===== src/rtl/wave_capture_ctrl.sv =====
// Capture sequencer for the waveform display: triggered, decimated record capture
// into one half of a ping-pong RAM, with bank swap at frame boundaries.
module wave_capture_ctrl #(
   parameter int ADDR_W = 10,
   parameter int DATA_W = 12,
   parameter int TMO_W  = 16
) (
   input  logic              clk,
   input  logic              rst,
   input  logic              run,
   input  logic              sample_valid,
   input  logic [DATA_W-1:0] sample_data,
   input  logic              trig_en,
   input  logic [DATA_W-1:0] trig_level,
   input  logic [TMO_W-1:0]  tmo_limit,
   input  logic [7:0]        decim,
   input  logic              frame_start,
   output logic              ram_wr_en,
   output logic [ADDR_W:0]   ram_wr_addr,
   output logic [DATA_W-1:0] ram_wr_data,
   output logic              disp_bank,
   output logic              busy,
   output logic              swap_pulse
);

   typedef enum logic [1:0] {
      S_IDLE    = 2'd0,
      S_ARM     = 2'd1,
      S_CAPTURE = 2'd2,
      S_DONE    = 2'd3
   } state_t;

   localparam logic [TMO_W-1:0]  TMO_ONE = {{(TMO_W-1){1'b0}}, 1'b1};
   localparam logic [ADDR_W-1:0] IDX_ONE = {{(ADDR_W-1){1'b0}}, 1'b1};
   localparam logic [ADDR_W-1:0] IDX_MAX = {ADDR_W{1'b1}};

   state_t              state_q, state_d;
   logic [7:0]          decim_cnt_q, decim_cnt_d;
   logic [TMO_W-1:0]    tmo_cnt_q, tmo_cnt_d;
   logic [ADDR_W-1:0]   idx_q, idx_d;
   logic [DATA_W-1:0]   prev_sample_q, prev_sample_d;
   logic                prev_ok_q, prev_ok_d;
   logic                wr_bank_q, wr_bank_d;
   logic                wr_en_q, wr_en_d;
   logic [ADDR_W:0]     wr_addr_q, wr_addr_d;
   logic [DATA_W-1:0]   wr_data_q, wr_data_d;
   logic                busy_q, busy_d;
   logic                swap_q, swap_d;

   logic accept_s;
   logic rise_s;
   logic tmo_hit_s;
   logic trigger_s;

   // Sample acceptance and trigger qualification for the current cycle.
   always_comb begin
      accept_s  = sample_valid && (decim_cnt_q == decim);
      rise_s    = prev_ok_q && (prev_sample_q < trig_level) && (sample_data >= trig_level);
      tmo_hit_s = (tmo_limit != {TMO_W{1'b0}}) && (tmo_cnt_q == (tmo_limit - TMO_ONE));
      trigger_s = !trig_en || rise_s || tmo_hit_s;
   end

   // Next-state, write-port and bank-swap computation.
   always_comb begin
      state_d       = state_q;
      decim_cnt_d   = decim_cnt_q;
      tmo_cnt_d     = tmo_cnt_q;
      idx_d         = idx_q;
      prev_sample_d = prev_sample_q;
      prev_ok_d     = prev_ok_q;
      wr_bank_d     = wr_bank_q;
      wr_en_d       = 1'b0;
      wr_addr_d     = wr_addr_q;
      wr_data_d     = wr_data_q;
      swap_d        = 1'b0;

      if (sample_valid) begin
         decim_cnt_d = accept_s ? 8'd0 : (decim_cnt_q + 8'd1);
      end else begin
         decim_cnt_d = decim_cnt_q;
      end

      if (accept_s) begin
         prev_sample_d = sample_data;
         prev_ok_d     = 1'b1;
      end else begin
         prev_sample_d = prev_sample_q;
      end

      case (state_q)
         S_IDLE: begin
            if (run) begin
               state_d     = S_ARM;
               decim_cnt_d = 8'd0;
               tmo_cnt_d   = {TMO_W{1'b0}};
               prev_ok_d   = 1'b0;
            end else begin
               state_d = S_IDLE;
            end
         end
         S_ARM: begin
            if (accept_s) begin
               tmo_cnt_d = tmo_cnt_q + TMO_ONE;
               if (trigger_s) begin
                  wr_en_d   = 1'b1;
                  wr_addr_d = {wr_bank_q, {ADDR_W{1'b0}}};
                  wr_data_d = sample_data;
                  idx_d     = IDX_ONE;
                  state_d   = S_CAPTURE;
               end else begin
                  state_d = S_ARM;
               end
            end else begin
               state_d = S_ARM;
            end
         end
         S_CAPTURE: begin
            if (accept_s) begin
               wr_en_d   = 1'b1;
               wr_addr_d = {wr_bank_q, idx_q};
               wr_data_d = sample_data;
               if (idx_q == IDX_MAX) begin
                  idx_d   = {ADDR_W{1'b0}};
                  state_d = S_DONE;
               end else begin
                  idx_d = idx_q + IDX_ONE;
               end
            end else begin
               state_d = S_CAPTURE;
            end
         end
         S_DONE: begin
            if (frame_start) begin
               wr_bank_d   = ~wr_bank_q;
               swap_d      = 1'b1;
               state_d     = S_ARM;
               decim_cnt_d = 8'd0;
               tmo_cnt_d   = {TMO_W{1'b0}};
               prev_ok_d   = 1'b0;
            end else begin
               state_d = S_DONE;
            end
         end
         default: begin
            state_d = S_IDLE;
         end
      endcase

      // Dropping run discards the record in progress: no new write, no swap.
      if (!run) begin
         state_d   = S_IDLE;
         idx_d     = {ADDR_W{1'b0}};
         wr_bank_d = wr_bank_q;
         wr_en_d   = 1'b0;
         wr_addr_d = wr_addr_q;
         wr_data_d = wr_data_q;
         swap_d    = 1'b0;
      end else begin
         wr_en_d = wr_en_d;
      end

      busy_d = (state_d == S_ARM) || (state_d == S_CAPTURE) || wr_en_d;
   end

   // State and output registers with synchronous reset.
   always_ff @(posedge clk) begin
      if (rst) begin
         state_q       <= S_IDLE;
         decim_cnt_q   <= 8'd0;
         tmo_cnt_q     <= {TMO_W{1'b0}};
         idx_q         <= {ADDR_W{1'b0}};
         prev_sample_q <= {DATA_W{1'b0}};
         prev_ok_q     <= 1'b0;
         wr_bank_q     <= 1'b0;
         wr_en_q       <= 1'b0;
         wr_addr_q     <= {(ADDR_W+1){1'b0}};
         wr_data_q     <= {DATA_W{1'b0}};
         busy_q        <= 1'b0;
         swap_q        <= 1'b0;
      end else begin
         state_q       <= state_d;
         decim_cnt_q   <= decim_cnt_d;
         tmo_cnt_q     <= tmo_cnt_d;
         idx_q         <= idx_d;
         prev_sample_q <= prev_sample_d;
         prev_ok_q     <= prev_ok_d;
         wr_bank_q     <= wr_bank_d;
         wr_en_q       <= wr_en_d;
         wr_addr_q     <= wr_addr_d;
         wr_data_q     <= wr_data_d;
         busy_q        <= busy_d;
         swap_q        <= swap_d;
      end
   end

   assign ram_wr_en   = wr_en_q;
   assign ram_wr_addr = wr_addr_q;
   assign ram_wr_data = wr_data_q;
   assign disp_bank   = ~wr_bank_q;
   assign busy        = busy_q;
   assign swap_pulse  = swap_q;

endmodule


===== config.mk =====
export PLATFORM = sky130hd
export DESIGN_NAME = wave_capture_ctrl
export DESIGN_NICKNAME = d
export VERILOG_FILES = /design/src/rtl/wave_capture_ctrl.sv
export SDC_FILE = /design/constraint.sdc
export NUM_CORES = 1
export LEC_CHECK = 0
export BUFFER_PORTS_ARGS = -buffer_cell sky130_fd_sc_hd__buf_4
export CORE_ASPECT_RATIO = 2
export CORE_MARGIN = 2
export CORE_UTILIZATION = 59
export DETAILED_ROUTE_END_ITERATION = 10
export GPL_ROUTABILITY_DRIVEN = 0
export GPL_TIMING_DRIVEN = 0
export PLACE_DENSITY_LB_ADDON = 0.05
export SLEW_MARGIN = 20
export SYNTH_ARGS = -nofsm -noshare
export SYNTH_HDL_FRONTEND = slang
export SYNTH_SLANG_ARGS = --single-unit
export TNS_END_PERCENT = 30

===== constraint.sdc =====
create_clock -name clk -period 5.5 [get_ports clk]
set_input_delay 1.375 -clock clk [delete_from_list [all_inputs] [get_ports clk]]
set_output_delay 1.375 -clock clk [all_outputs]
set_load 0.03 [all_outputs]

==> results by group <==
Min path
  – Hold Path Stages: 2
  – Min-delay src: ram_wr_data[9]
  – Min-delay worst type: register to register

STA
  – Clock Skew: 5.30 ps
  – Worst hold slack: 450 ps
  – Max Freq: 0.221 GHz
  – Min Tclk post-route: 4520 ps
  – Final hold vios: 0
  – RSZ-0062 raised after global routing: no
  – Rel. slew slack: 50.8%
  – Final Setup Violations: 0
  – Fin Setup TNS: 0 ps
  – Worst-margin pin slew: 733 ps
  – Period Utilization, post-route: 82.2%
  – Final max-slew violation count: 0

Placed design
  – Placed cell count: 693
  – I/O Buffers: 79
  – Final HPWL DP: 8.33 mm

Power and ir drop
  – Combinational group share of total power: 9.6%
  – Switch share: 22.3%
  – P_leak: 0.00214 uW
  – Clock group share of total power: 48.0%
  – Int Power: 1020 uW
  – Maximum vdd drop: 0.198 mV
  – Cell area power density: 244 nW/um^2
  – Total net switching power: 292 uW
  – Sequential cell fraction of total power: 42.3%

Floorplanning
  – Die Area: 8150 sq um
  – Die X: 64.8 um
  – Num ports: 81
  – Cell row count: 44
  – Die Y: 126 um
  – Initial Util: 60.5%
  – Core area: 7210 sq um

Final layout
  – Nets: 698
  – Diodes inserted: 0
  – Share of layout cells above drive strength 1: 17.8%
  – Post-route non-filler standard cell count: 709
  – Area growth, synth to finish: 23.5%

Worst setup path
  – R2r startpoint: tmo_cnt_q[6]
  – Setup crit start: tmo_limit[0]
  – Critical Path AT: 4720 ps
  – Reg2Reg Depth: 11
  – Worst setup EP type: register
  – Startpoint Class: input port
  – Crit path required time: 5700 ps
  – Critical path class: input port to register
  – Biggest fanout along the worst timing path: 10

Clock tree
  – Clock transition at the registers of the reported paths: 60 ps
  – Root buffer cell: clkbuf_16
  – CTS max path bufs: 2
  – Htree depth: 3
  – CTS Hold Bufs: 0
  – Post-CTS Resized: 0
  – Skew-Pair Late Insertion Delay: 340 ps
  – Clock tree from TritonCTS: built
  – Setup bufs post-CTS: 0
  – CTS buffer count: 9
  – CTS sink cnt: 76

Global routing
  – Pin count of the biggest net entering global routing: 13
  – Initial antenna violation count: 0
  – GRT Util Overall: 27.5%
  – Grt ovf: 0
  – Global-route wire length before repair: 17.8 mm
  – Vias in the first global route: 4071

Detailed routing
  – Via density: 5.66
  – WL final: 10.5 mm
  – Routed WL per cell: 14.9 um
  – DRC viols: 0
  – Antenna Nets Post-Route: 0
  – 1st-iter DRT viols: 126
  – DR pass1 iterations: 4
  – DR vias: 4016

Outcome
  – Status: finished clean

Synth
  – YS warnings: 0
  – Synth Cell Area: 4370 sq um
  – Most common cell in the netlist: dfxtp_1
  – Cell taking the most area after synthesis: dfxtp_1
  – Synth top area share: 34.8%
  – Post-synthesis area per instance: 8.37 sq um
  – Post-synth top cells: dfxtp_1 (76), nand2_1 (58), nor2_1 (50)
  – Register area share after synthesis: 34.8%
  – Netlist cell types: 55
  – Synth Instances: 522
  – Net Count, Synth: 608
  – #FFs+latches synth: 76
  – Main synth FF type: dfxtp_1
  – EDFF count, synth: 0
  – Most area-consuming cells after synthesis: dfxtp_1 (35%), ha_1 (9.2%), xnor2_1 (6.0%)
  – Asr flop ratio synth: 0%

Flow run
  – Max-cap viol count: 0
## power groups by stage
stage | combinational (uW) | clock [uW] | sequential, uW
after floorplan | 67.1 | 0 | 568
after global placement | 123 | 0 | 568
after detailed placement | 127 | 0 | 568
after CTS | 127 | 635 | 556
after global routing | 140 | 657 | 556
final | 127 | 631 | 556
## stage by stage
| stage | setup slack (ps) | util (%) | area, sq um | total power [uW] |
|---|---|---|---|---|
| finish | 980 | 74.8 | 5390 | 1310 |
| global route | 756 | 74.8 | 5390 | 1350 |
| CTS | 1040 | 74.8 | 5390 | 1320 |
| detailed placement | 676 | 70.4 | 5070 | 695 |
| global placement | 662 | 70.4 | 5070 | 691 |
| floorplan | 1330 | - | 4370 | 635 |
## worst max-delay path, cell delays in order
cell and delay (ps):
buf_4 130, inv_1 50, ha_1 240, or3b_4 410
or4_4 500, a2111oi_4 380, nand4_1 190, nor4_2 230
a211o_1 190, buf_6 140, nand2_4 70, clkbuf_1 230
o21ai_0 470, a21oi_1 80
## logic make-up (layout without fill, tap and decap cells)
kind of cell / Yosys count / count (layout) / share of synthesized area (%)
AND/OR/NAND/NOR: 210 / 210 / 24.2
adder cells (fa/ha/maj): 32 / 32 / 9.17
XOR/XNOR: 47 / 47 / 9.43
AO/OA/AOI/OAI: 95 / 95 / 14.1
multiplexers: 18 / 18 / 4.18
flip-flops: 76 / 76 / 34.8
buffers and inverters: 44 / 139 / 4.10
## registers in the layout (all words and copies together), names as in the netlist
register and count:
busy 1, decim_cnt_q 8, idx_q 10, prev_ok_q 1, prev_sample_q 12, ram_wr_addr 11
ram_wr_data 12, ram_wr_en 1, state_q 2, swap_pulse 1, tmo_cnt_q 16, wr_bank_q 1
## area by class of cell
class	instances	area (sq um)
Clock buffer	11	243
Timing Repair Buffer	79	593
Sequential cell	76	1520
Clock inverter	5	75.1
Tap cell	92	115
Multi-Input combinational cell	402	2670
Fill cell	590	1820
Inverter	23	86.3
Buffer	21	92.6
## layout by cell type (no fill, tap or decap), types with 6 or more instances in the layout
master / Yosys / final
mux2i_1: 16 / 16
dfxtp_1: 76 / 76
nand2_1: 58 / 58
ha_1: 32 / 32
xor2_1: 17 / 17
nand2b_1: 6 / 6
o21ai_0: 14 / 14
inv_1: 23 / 23
nor2b_1: 6 / 6
clkbuf_16: 0 / 9
nand3_1: 23 / 23
nor3_1: 9 / 9
a21oi_1: 42 / 42
nand4_1: 15 / 15
clkbuf_1: 15 / 16
and3_1: 8 / 8
buf_4: 1 / 80
xnor2_1: 30 / 30
nor2_1: 50 / 50
## layer usage
metal | share of wire, % | global-route usage, % | up-vias
met2 | 57 | 54.5 | 89
met5 | 0 | 0 | -
li1 | - | - | 2016
met1 | 36 | 26.0 | 1887
met4 | 2.7 | 10.9 | 0
met3 | 4.0 | 5.89 | 24
## final timing paths
kind | to | slack [ps]
setup / recovery | idx_q[5] | 980
hold / removal | ram_wr_data[9] | 450
setup reg to reg | idx_q[5] | 2430
hold reg to reg | ram_wr_data[9] | 450
No activity file was read; power rests on OpenSTA's default activity.
